$ cat config.mk
export PLATFORM = sky130hd
export DESIGN_NAME = prefix_add_seq_flat
export DESIGN_NICKNAME = d
export VERILOG_FILES = /design/src/rtl/prefix_add_seq_pkg.sv /design/src/rtl/prefix_add_seq_if.sv /design/src/rtl/pfx_byte_alu.sv /design/src/rtl/prefixAdd.sv /design/src/rtl/prefix_add_seq.sv /design/src/flat_wrapper.sv
export SDC_FILE = /design/constraint.sdc
export NUM_CORES = 1
export LEC_CHECK = 0
export CAP_MARGIN = 5
export CORE_MARGIN = 8
export CORE_UTILIZATION = 35
export CTS_BUF_LIST = sky130_fd_sc_hd__clkbuf_16
export DETAILED_ROUTE_END_ITERATION = 12
export GPL_ROUTABILITY_DRIVEN = 0
export MAX_ROUTING_LAYER = met4
export SYNTH_ARGS = -nofsm -noshare
export SYNTH_HDL_FRONTEND = slang
export SYNTH_SLANG_ARGS = --single-unit
$ cat constraint.sdc
create_clock -name clk -period 6.39 [get_ports clk]
set_clock_uncertainty 0.15 [all_clocks]
set_input_delay 1.278 -clock clk [delete_from_list [all_inputs] [get_ports clk]]
set_output_delay 1.278 -clock clk [all_outputs]
set_load 0.005 [all_outputs]
$ cat src/rtl/prefix_add_seq_pkg.sv
// Shared types and constants for the multi-precision add/subtract sequencer.
// The optional signed-overflow output is enabled by PREFIX_ADD_SEQ_OVF_EN.
package prefix_add_seq_pkg;

    localparam int DEF_LEN_W = 4;

    localparam logic OP_ADD = 1'b0;
    localparam logic OP_SUB = 1'b1;

    typedef enum logic {
        ST_IDLE = 1'b0,
        ST_RUN  = 1'b1
    } state_e;

endpackage

$ cat src/rtl/prefix_add_seq_if.sv
// Command, operand and result channels of prefix_add_seq, plus a state debug tap.
// out_ovf exists only when PREFIX_ADD_SEQ_OVF_EN is defined.
interface prefix_add_seq_if
    import prefix_add_seq_pkg::*;
#(
    parameter int LEN_W = DEF_LEN_W
);

    // Each channel transfers on a rising clk edge where valid and ready are both 1.
    // The source holds its payload stable while valid=1 and ready=0; ready may
    // depend on the current state but never combinationally on the valid it gates.
    logic             cmd_valid;
    logic             cmd_ready;
    logic             cmd_op;
    logic [LEN_W-1:0] cmd_len;

    logic             in_valid;
    logic             in_ready;
    logic [7:0]       in_a;
    logic [7:0]       in_b;

    logic             out_valid;
    logic             out_ready;
    logic [7:0]       out_data;
    logic             out_last;
    logic             out_cout;
`ifdef PREFIX_ADD_SEQ_OVF_EN
    logic             out_ovf;
`endif

    state_e           dbg_state;

    modport slave (
        input  cmd_valid, cmd_op, cmd_len,
        input  in_valid, in_a, in_b,
        input  out_ready,
        output cmd_ready, in_ready,
        output out_valid, out_data, out_last, out_cout,
`ifdef PREFIX_ADD_SEQ_OVF_EN
        output out_ovf,
`endif
        output dbg_state
    );

    modport master (
        output cmd_valid, cmd_op, cmd_len,
        output in_valid, in_a, in_b,
        output out_ready,
        input  cmd_ready, in_ready,
        input  out_valid, out_data, out_last, out_cout,
`ifdef PREFIX_ADD_SEQ_OVF_EN
        input  out_ovf,
`endif
        input  dbg_state
    );

endinterface

$ cat src/rtl/pfx_byte_alu.sv
// Byte add/subtract slice around prefixAdd: B inversion for SUB, derived carry-out
// and, with PREFIX_ADD_SEQ_OVF_EN, signed overflow of the byte.
module pfx_byte_alu
    import prefix_add_seq_pkg::*;
(
    input  logic [7:0] a,
    input  logic [7:0] b,
    input  logic       op,
    input  logic       cin,
    output logic [7:0] sum,
`ifdef PREFIX_ADD_SEQ_OVF_EN
    output logic       ovf,
`endif
    output logic       cout
);

    logic [7:0] b_eff;

    assign b_eff = b ^ {8{op == OP_SUB}};

    prefixAdd u_add (
        .a   (a),
        .b   (b_eff),
        .cin (cin),
        .sum (sum)
    );

    // With a7^b7 set, sum7 is the inverted carry into bit 7, which is then the carry out.
    assign cout = (a[7] & b_eff[7]) | ((a[7] ^ b_eff[7]) & ~sum[7]);

`ifdef PREFIX_ADD_SEQ_OVF_EN
    assign ovf = (a[7] == b_eff[7]) & (sum[7] != a[7]);
`endif

endmodule

$ cat src/rtl/prefixAdd.sv
// 8-bit Kogge-Stone prefix adder with carry-in; it has no carry-out port.
// Only the group generates that feed sum bits are built.
module prefixAdd (
    input  logic [7:0] a,
    input  logic [7:0] b,
    input  logic       cin,
    output logic [7:0] sum
);

    logic [7:0] p;
    logic [6:0] g0;
    logic [6:0] g1;
    logic [6:2] p1;
    logic [6:0] g2;
    logic [6:4] p2;
    logic [6:0] g3;

    always_comb begin
        p  = a ^ b;
        g0 = a[6:0] & b[6:0];
        // Folding cin into bit 0 makes every g3[i] the carry into bit i+1.
        g0[0] = g0[0] | (p[0] & cin);

        g1 = g0;
        for (int i = 1; i < 7; i++) begin
            g1[i] = g0[i] | (p[i] & g0[i-1]);
        end
        for (int i = 2; i < 7; i++) begin
            p1[i] = p[i] & p[i-1];
        end

        g2 = g1;
        for (int i = 2; i < 7; i++) begin
            g2[i] = g1[i] | (p1[i] & g1[i-2]);
        end
        for (int i = 4; i < 7; i++) begin
            p2[i] = p1[i] & p1[i-2];
        end

        g3 = g2;
        for (int i = 4; i < 7; i++) begin
            g3[i] = g2[i] | (p2[i] & g2[i-4]);
        end

        sum = p ^ {g3, cin};
    end

endmodule

$ cat src/rtl/prefix_add_seq.sv
// Multi-precision add/subtract sequencer: chains carry across LSB-first byte pairs.
// PREFIX_ADD_SEQ_OVF_EN adds a signed-overflow flag on the final result byte.
module prefix_add_seq
    import prefix_add_seq_pkg::*;
#(
    parameter int LEN_W = DEF_LEN_W
) (
    input  logic             clk,
    input  logic             rst,
    prefix_add_seq_if.slave  bus
);

    state_e           state_q, state_d;
    logic [LEN_W-1:0] cnt_q, cnt_d;
    logic             carry_q, carry_d;
    logic             op_q, op_d;
    logic             out_valid_q, out_valid_d;
    logic [7:0]       out_data_q, out_data_d;
    logic             out_last_q, out_last_d;
    logic             out_cout_q, out_cout_d;
`ifdef PREFIX_ADD_SEQ_OVF_EN
    logic             out_ovf_q, out_ovf_d;
    logic             alu_ovf;
`endif

    logic [7:0]       alu_sum;
    logic             alu_cout;
    logic             in_fire;
    logic             is_last;

    pfx_byte_alu u_alu (
        .a    (bus.in_a),
        .b    (bus.in_b),
        .op   (op_q),
        .cin  (carry_q),
        .sum  (alu_sum),
`ifdef PREFIX_ADD_SEQ_OVF_EN
        .ovf  (alu_ovf),
`endif
        .cout (alu_cout)
    );

    // Single output register without skid: a new byte enters only as the old one leaves.
    assign bus.cmd_ready = (state_q == ST_IDLE);
    assign bus.in_ready  = (state_q == ST_RUN) && (!out_valid_q || bus.out_ready);
    assign in_fire       = bus.in_valid && bus.in_ready;
    assign is_last       = (cnt_q == '0);

    always_comb begin
        state_d     = state_q;
        cnt_d       = cnt_q;
        carry_d     = carry_q;
        op_d        = op_q;
        out_valid_d = out_valid_q;
        out_data_d  = out_data_q;
        out_last_d  = out_last_q;
        out_cout_d  = out_cout_q;
`ifdef PREFIX_ADD_SEQ_OVF_EN
        out_ovf_d   = out_ovf_q;
`endif

        if (out_valid_q && bus.out_ready) begin
            out_valid_d = 1'b0;
        end

        case (state_q)
            ST_IDLE: begin
                if (bus.cmd_valid) begin
                    op_d    = bus.cmd_op;
                    cnt_d   = bus.cmd_len;
                    carry_d = (bus.cmd_op == OP_SUB);
                    state_d = ST_RUN;
                end
            end
            ST_RUN: begin
                if (in_fire) begin
                    out_valid_d = 1'b1;
                    out_data_d  = alu_sum;
                    out_last_d  = is_last;
                    out_cout_d  = is_last & alu_cout;
`ifdef PREFIX_ADD_SEQ_OVF_EN
                    out_ovf_d   = is_last & alu_ovf;
`endif
                    carry_d     = alu_cout;
                    cnt_d       = is_last ? '0 : cnt_q - LEN_W'(1);
                    if (is_last) begin
                        state_d = ST_IDLE;
                    end
                end
            end
        endcase
    end

    always_ff @(posedge clk) begin
        if (rst) begin
            state_q     <= ST_IDLE;
            cnt_q       <= '0;
            carry_q     <= 1'b0;
            op_q        <= OP_ADD;
            out_valid_q <= 1'b0;
            out_data_q  <= '0;
            out_last_q  <= 1'b0;
            out_cout_q  <= 1'b0;
`ifdef PREFIX_ADD_SEQ_OVF_EN
            out_ovf_q   <= 1'b0;
`endif
        end else begin
            state_q     <= state_d;
            cnt_q       <= cnt_d;
            carry_q     <= carry_d;
            op_q        <= op_d;
            out_valid_q <= out_valid_d;
            out_data_q  <= out_data_d;
            out_last_q  <= out_last_d;
            out_cout_q  <= out_cout_d;
`ifdef PREFIX_ADD_SEQ_OVF_EN
            out_ovf_q   <= out_ovf_d;
`endif
        end
    end

    assign bus.out_valid = out_valid_q;
    assign bus.out_data  = out_data_q;
    assign bus.out_last  = out_last_q;
    assign bus.out_cout  = out_cout_q;
`ifdef PREFIX_ADD_SEQ_OVF_EN
    assign bus.out_ovf   = out_ovf_q;
`endif
    assign bus.dbg_state = state_q;

endmodule

$ cat src/flat_wrapper.sv
// flat-port wrapper written by rule: the top's interface ports become plain ports
module prefix_add_seq_flat import prefix_add_seq_pkg::*;
#(
    parameter int LEN_W = DEF_LEN_W
)
  (clk, rst, bus_cmd_valid, bus_cmd_op, bus_cmd_len, bus_in_valid, bus_in_a, bus_in_b, bus_out_ready, bus_cmd_ready, bus_in_ready, bus_out_valid, bus_out_data, bus_out_last, bus_out_cout, bus_dbg_state);
  prefix_add_seq_if #(.LEN_W(LEN_W)) bus_i ();
  input  logic clk;
  input  logic rst;
  input wire logic [$bits(bus_i.cmd_valid)-1:0] bus_cmd_valid;
  input wire logic [$bits(bus_i.cmd_op)-1:0] bus_cmd_op;
  input wire logic [$bits(bus_i.cmd_len)-1:0] bus_cmd_len;
  input wire logic [$bits(bus_i.in_valid)-1:0] bus_in_valid;
  input wire logic [$bits(bus_i.in_a)-1:0] bus_in_a;
  input wire logic [$bits(bus_i.in_b)-1:0] bus_in_b;
  input wire logic [$bits(bus_i.out_ready)-1:0] bus_out_ready;
  output wire logic [$bits(bus_i.cmd_ready)-1:0] bus_cmd_ready;
  output wire logic [$bits(bus_i.in_ready)-1:0] bus_in_ready;
  output wire logic [$bits(bus_i.out_valid)-1:0] bus_out_valid;
  output wire logic [$bits(bus_i.out_data)-1:0] bus_out_data;
  output wire logic [$bits(bus_i.out_last)-1:0] bus_out_last;
  output wire logic [$bits(bus_i.out_cout)-1:0] bus_out_cout;
  output wire logic [$bits(bus_i.dbg_state)-1:0] bus_dbg_state;
  assign bus_i.cmd_valid = bus_cmd_valid;
  assign bus_i.cmd_op = bus_cmd_op;
  assign bus_i.cmd_len = bus_cmd_len;
  assign bus_i.in_valid = bus_in_valid;
  assign bus_i.in_a = bus_in_a;
  assign bus_i.in_b = bus_in_b;
  assign bus_i.out_ready = bus_out_ready;
  assign bus_cmd_ready = bus_i.cmd_ready;
  assign bus_in_ready = bus_i.in_ready;
  assign bus_out_valid = bus_i.out_valid;
  assign bus_out_data = bus_i.out_data;
  assign bus_out_last = bus_i.out_last;
  assign bus_out_cout = bus_i.out_cout;
  assign bus_dbg_state = bus_i.dbg_state;
  prefix_add_seq #(.LEN_W(LEN_W)) u_core (.clk(clk), .rst(rst), .bus(bus_i));
endmodule
==> results.ini <==
[status]
status=completed

[routing]
wl_met3_um=152
vias_per_cell=5.13
top_layer=met4
num_vias=1134
drt-met1-wl_mm=1.44
drt-pass1-iter-count=4
drc=0
wirelength_mm=3.14
postRouteAntennaNets=0
wl_per_cell_um=14.2
first_iter_violations=49
wl_met2_mm=1.53

[placed_design]
placedCellCount=217
numPortBuffers=39
hpwl_mm=2.40

[synthesis]
synth_warnings=0
synth-seq-cells=18
synth.most_common_cell=dfxtp_1
synth_edf_count=0
synth_flop_cell=dfxtp_1
synth_top_cell_by_area=dfxtp_1
synth_common_cells=dfxtp_1, nor2_1, a21oi_1, nand2_1, xor2_1
netlist.area_leader.share_pct=31.0
synth_cells=138
avgSynthCellArea_sq_um=8.42
netlist_area_sq_mm=0.00116
synthArstFlopShare_pct=0
syn_nets=173
synth.area.top_cells=dfxtp_1, ha_1, xor2_1, fa_1, a21oi_1
ys_seq_area_share_pct=31.0
synth_cell_type_count=40

[global_routing]
antenna_found_initial=0
grt_pass1_vias=1135
grt_max_degree=21
track_usage_pct=12.2
grt.overflow.total=0
grt_pass1_wl_mm=5.11

[floorplan]
start_util_pct=35.7
fp.dieW_um=73.6
ios=40
fp-row-count=21
coreArea_sq_mm=0.00326
dieArea_sq_mm=0.00542
dieHeight_um=73.6

[worst_hold_path]
worstHoldStart=u_core.bus.out_data[7]$_SDFFE_PP0P_
hold_end=u_core.bus.out_data[7]$_SDFFE_PP0P_
worstHoldPathCells=2
hp-class=reg -> reg

[sta]
hold_ws_ns=0.314
fin_tns_setup_ns=0
finalMaxSlewViolations=0
report.final.setup_viol=0
hold_viol_final=0
rsz0062_at_grt=no
min_period_ns=3.96
relSlewSlack_pct=48.6
period_share_pct=62.0
worstMarginPinSlew_ns=0.768
timing.fmax_ghz=0.252

[setup_path]
startpoint_type=input pin
rr_startpoint=u_core.op_q$_SDFFE_PP0P_
crit_fanout=4
arrival_ns=2.54
reg2reg_depth=9
cp.required_ns=4.96
end_kind=primary output
r2r_end=u_core.carry_q$_SDFFE_PP0P_
criticalPathCategory=in -> out
reg2reg_slack_ns=3.39

[cts]
hold_buffers=0
post_cts.repair.setup_buffers=0
cts_max_path_buffers=2
cts_tree=yes
numCtsBuffers=3
cts_resized=0
cts_sinks=18
insertion_delay_ns=0.24
clkTransAtPathRegs_ns=0.05
htreeDepth=1
clk_root_buffer_cell=clkbuf_16

[finish]
syn2layout_area_growth_pct=42.5
drive_above_1_share_pct=2.29
nets=211
layout.cells.non_filler=221
antennaDiodeCount=0

[power]
vdd_drop_max_mv=0.100
p_leak_nw=0.664
power_uw=360
cellPowerDensity_mw_per_mm2=217

[flow_run]
max-cap-violations=0

-- metrics by stage --
stage	cell area (sq um)	util [%]	worst slack (ns)
floorplan	1160	-	3.00
global placement	1580	48.4	2.36
detailed placement	1580	48.4	2.34
CTS	1660	50.8	2.42
global route	1660	50.8	2.28
finish	1660	50.8	2.43
-- cell usage in the layout (no fill, tap or decap), types with 5 or more instances in the layout --
| master | n |
|---|---|
| clkdlybuf4s50_1 | 39 |
| ha_1 | 6 |
| a21oi_1 | 11 |
| nand3_1 | 5 |
| xor2_1 | 7 |
| nand2_1 | 11 |
| nor2_1 | 14 |
| inv_1 | 5 |
| dfxtp_1 | 18 |
-- report_power, final --
part	switching, mW	total (mW)	internal, mW
clock	0.0421	0.125	0.0831
sequential	0.00936	0.131	0.122
combinational	0.0484	0.104	0.0552
total	0.0999	0.360	0.260
-- worst max-delay path by stage --
stage / startpoint / end / slack (ns) / cells after the start
global route: bus_in_b[1] / u_core.carry_q$_SDFFE_PP0P_ / 2.28 / 10
detailed placement: bus_in_b[1] / u_core.bus.out_cout$_SDFFE_PP0P_ / 2.34 / 10
global placement: bus_in_b[1] / u_core.carry_q$_SDFFE_PP0P_ / 2.36 / 10
CTS: bus_out_ready / bus_in_ready / 2.42 / 4
floorplan: bus_in_b[1] / u_core.carry_q$_SDFFE_PP0P_ / 3.00 / 9
finish: bus_out_ready / bus_in_ready / 2.43 / 4
-- kinds of logic after synthesis --
family	share of synthesized area, %
flip-flops	31.0
adder cells (fa/ha/maj)	11.6
multiplexers	1.72
AND/OR/NAND/NOR	22.4
buffers and inverters	4.74
XOR/XNOR	6.78
AO/OA/AOI/OAI	21.7
-- sequential cells by signal (all words and copies together), names as in the netlist --
register,count
u_core.bus.out_data,8
u_core.cnt_q,4
u_core.bus.dbg_state,1
u_core.bus.out_cout,1
u_core.bus.out_last,1
u_core.bus.out_valid,1
u_core.carry_q,1
u_core.op_q,1
-- final cells by class --
cell class                 instances  area (sq um)
multi-input combinational        108           747
inverter                           6          22.5
sequential                        18           360
clock buffer                       3          75.1
clock inverter                     1          3.75
timing repair buffer              39           390
fill                             347          1600
tap                               46          57.6
-- critical path, stage by stage --
cell and delay [ns]:
clkdlybuf4s50_1 0.42, nor2b_1 0.32, nor2_1 0.07, clkdlybuf4s50_1 0.45
-- layer usage --
layer,global-route usage (%),up-vias
met5,-,-
met4,4.21,0
met3,2.59,2
met2,20.1,34
met1,14.2,523
li1,-,575
Power figures use the tool's default switching activity.
==> edit 1, RTL diff (same flow settings) <==
Reset style: asynchronous (`rst`), changed in one clocked block.
--- a/src/rtl/prefix_add_seq.sv
+++ b/src/rtl/prefix_add_seq.sv
@@ -91,7 +91,7 @@
         endcase
     end
 
-    always_ff @(posedge clk) begin
+    always_ff @(posedge clk or posedge rst) begin
         if (rst) begin
             state_q     <= ST_IDLE;
             cnt_q       <= '0;
Check against the original RTL: differs if rst is asserted again (counterexample within 4 cycles, from zero or initial values and one cycle with rst high); with rst held inactive, the same outputs for 10 cycles.
==> edit 1 against the original RTL <==
Setup slack improved by 0.075 ns; final area increased by 3.7%; maximum frequency increased by 1.9%; sequential cell count unchanged; largest cell class unchanged; final cell count decreased by 3.2%; critical path depth unchanged; critical endpoint unchanged; area after synthesis increased by 5.2%; wire length decreased by 1.8%.
Power is not compared: it rests on default switching activity, and its combinational part moved more than twofold at a synthesized area within 25%.
==> edit 1: results (changes against the original RTL) <==
- Drt total wl: 3080 um (-1.8%)
- Utilization after layout: 0.515 (+0.00636)
- R2R setup slack: 3.55 ns (+0.16 ns)
- Async S/R FF share, synth: 1.00 (+1.00)
- Clock-cell share: 0.0459 (-0.00170)
- Syn Nets: 165 (-4.6%)
- FF-to-FF Start: u_core.op_q
- Synth area leader: dfrtp_1
- Most frequent cell after synthesis: dfrtp_1
- Multi-input combinational area share: 0.418 (-0.0328)
- CP peak stage delay: 0.51 ns (+0.06 ns)
- Status: finished, final reports clean
- Hold_ws: 0.315 ns (+0.000443 ns)
- Reg-to-Reg End: u_core.bus.out_data[7]
- Sequential cell area share: 0.262 (+0.0447)
- Final WS setup: 2.50 ns (+0.0752 ns)
- Hold_sp: u_core.bus.out_cout
- Sequential fraction of the synthesis area: 0.368 (+0.0585)
- WHS Endpoint: u_core.bus.out_cout
- First-pass GRT wire length: 5050 um (-1.1%)
- Cells after Synth: 130 (-5.8%)
- Layout cells sized above 1: 0.0417 (+0.0188)
- Synth unique cells: 43 (+7.5%)
- Mapped cell area: 0.00122 mm^2 (+5.2%)
- CP arrival: 2.46 ns (-0.08 ns)
- Fin nets: 204 (-3.3%)
- Largest net degree at the start of global routing: 19 (-9.5%)
- Detailed-route via count: 1081 (-4.7%)
- Total Power: between 0.7 and 0.8 mW
- GR Util All Layers: 0.120 (-0.00128)
- Placed Cells: 210 (-3.2%)
- Place WS: 2.50 ns (+0.160 ns)
- Comb_multi_in: 101 (-6.5%)
edit 1: changes by cell type in the layout (fill, tap and decap cells not counted), moves of 4 or more:
| cell | unedited run | this run |
|---|---|---|
| dfrtp_1 | 0 | 18 |
| dfxtp_1 | 18 | 0 |
| nor2_1 | 14 | 6 |
| nand2_1 | 11 | 17 |
| o21ai_0 | 3 | 8 |
| a21oi_1 | 11 | 7 |
edit 1: kinds of logic after synthesis:
family,count (synthesis),synth area share
xor gates and xnor gates,10,0.0717
muxes,3,0.0256
adders and majority gates,9,0.111
and+or+nand+nor,46,0.199
AOI/OAI and AO/OA,33,0.181
buffers and inverters,11,0.0440
DFF,18,0.368
edit 1: per-layer routing:
metal,vias up,global-route usage,share of wire
met1,511,0.154,0.48
met4,0,0.0326,0.010
met5,-,-,0
met3,4,0.0360,0.057
met2,26,0.179,0.45
li1,540,-,-
==> edit 2, RTL diff (same settings) <==
Made on the original files. Set the package constant `DEF_LEN_W` to 2 (it was 4).
--- a/src/rtl/prefix_add_seq_pkg.sv
+++ b/src/rtl/prefix_add_seq_pkg.sv
@@ -2,7 +2,7 @@
 // The optional signed-overflow output is enabled by PREFIX_ADD_SEQ_OVF_EN.
 package prefix_add_seq_pkg;
 
-    localparam int DEF_LEN_W = 4;
+    localparam int DEF_LEN_W = 2;
 
     localparam logic OP_ADD = 1'b0;
     localparam logic OP_SUB = 1'b1;
Ports: changed (resized bus_cmd_len); port bits go from 40 to 38. The function was not compared with the original's and may differ.
==> edit 2 against the original RTL <==
Total power fell by 8.4%; sequential share of layout area fell by 0.11 points; core utilization rose by 2.4 points; sequential cell count fell by 2; maximum frequency rose by 0.62%; area after synthesis fell by 12%; setup slack improved by 0.024 ns; wire length fell by 14%; final area fell by 11%; highest routed layer unchanged.
==> edit 2: results (changes against the original RTL) <==
- Slew HR: 0.563 (+0.0773)
- Worst hold path depth: 2 (unchanged)
- Layout cells sized above 1: 0.0333 (+0.0105)
- CP peak stage delay: 0.50 ns (+0.05 ns)
- Largest net degree at the start of global routing: 20 (-4.8%)
- Worst-path cell with the longest stage delay: clkdlybuf4s50_1
- First-pass GRT wire length: 4510 um (-12%)
- Async S/R FF share, synth: 0 (unchanged)
- Pleak: 0.601 nW (-9.5%)
- Setup bufs post-CTS: 0 (unchanged)
- Wire per inst: 14.9 um (+4.5%)
- HPWL after detailed placement: 2070 um (-14%)
- Drt total wl: 2690 um (-14%)
- Post-synthesis compound-gate area fraction: 0.182 (-0.0355)
- GR Util All Layers: 0.112 (-0.00951)
- R2r worst-path depth: 10 (+1)
- Syn Nets: 150 (-13%)
- Antenna diodes: 0 (unchanged)
- Fin nets: 184 (-13%)
- Place WS: 2.27 ns (-0.0725 ns)
- Synth area leaders: dfxtp_1 (31%), ha_1 (7.3%), xor2_1 (6.8%)
- VDD IR-drop max: 0.206 mV (+110%)
- Bufs on Longest Clock Path: 2 (unchanged)
- Initial DRC Count: 45 (-8.2%)
- Detailed-route via count: 961 (-15%)
- YS warnings: 0 (unchanged)
- I/O Buffers: 37 (-5.1%)
- CP arrival: 2.51 ns (-0.03 ns)
- Number of global-route vias before repair: 989 (-13%)
- Sequential fraction of the synthesis area: 0.313 (+0.00257)
- Number of detailed-route iterations in the first pass: 4 (unchanged)
- Synth Area in XOR/XNOR: 0.0769 (+0.00911)
- Cells after Synth: 117 (-15%)
- Synth unique cells: 37 (-7.5%)
- Post-DP Area: 0.00140 mm^2 (-11%)
- Status: finished, final reports clean
- Post-synthesis mux area share: 0.0293 (+0.0121)
- Most frequent cells after synthesis: dfxtp_1 (16), nand2_1 (10), a21oi_1 (9)
- Synth Area in Adders: 0.132 (+0.0156)
- CTS resizes: 0 (unchanged)
==> edit 2: cell types whose count changed after synthesis, moves of 3 or more <==
cell / change
nand4_1: +3
clkbuf_1: +4
nor4_1: -3
nor2_1: -9
==> edit 2: logic make-up (layout without fill, tap and decap cells) <==
family	Yosys count	count (layout)
compound gates	26	26
xor+xnor	9	9
fa+ha+maj	9	9
buf+inv	13	46
flops	16	16
mux	3	3
simple gates	41	41
==> edit 2: path summary, 6_finish.rpt <==
| check | to | start | slack, ns |
|---|---|---|---|
| hold / removal | u_core.bus.out_data[2] | u_core.bus.out_data[2] | 0.30 |
| setup reg to reg | u_core.carry_q | u_core.op_q | 3.33 |
| hold reg to reg | u_core.bus.out_data[2] | u_core.bus.out_data[2] | 0.30 |
| setup / recovery | bus_in_ready | bus_out_ready | 2.45 |
==> edit 2: layout make-up <==
| type | count | area [um^2] |
|---|---|---|
| fill | 280 | 1300 |
| multi-input combinational | 88 | 653 |
| sequential | 16 | 320 |
| tap | 31 | 38.8 |
| clock inverter | 1 | 3.75 |
| inverter | 5 | 18.8 |
| timing repair buffer | 37 | 370 |
| clock buffer | 3 | 75.1 |
==> edit 2: where the power goes <==
part	internal, mW	total [mW]	leakage, nW	switching [mW]
Combinational	0.0502	0.0916	0.432	0.0414
Sequential	0.108	0.114	0.131	0.00639
Clock	0.0831	0.124	0.0385	0.0409
Total	0.241	0.330	0.601	0.0887
==> edit 2: metal layers <==
layer,share of wire,track usage,up-vias
li1,-,-,492
met1,0.45,0.125,435
met2,0.48,0.185,30
met3,0.055,0.0339,4
met4,0.014,0.0402,0
met5,0,-,-
==> edit 2: critical path: cells and delay by family <==
kind,cells,cell delay (ns)
buffers and inverters,2,0.95
AND/OR/NAND/NOR,2,0.29
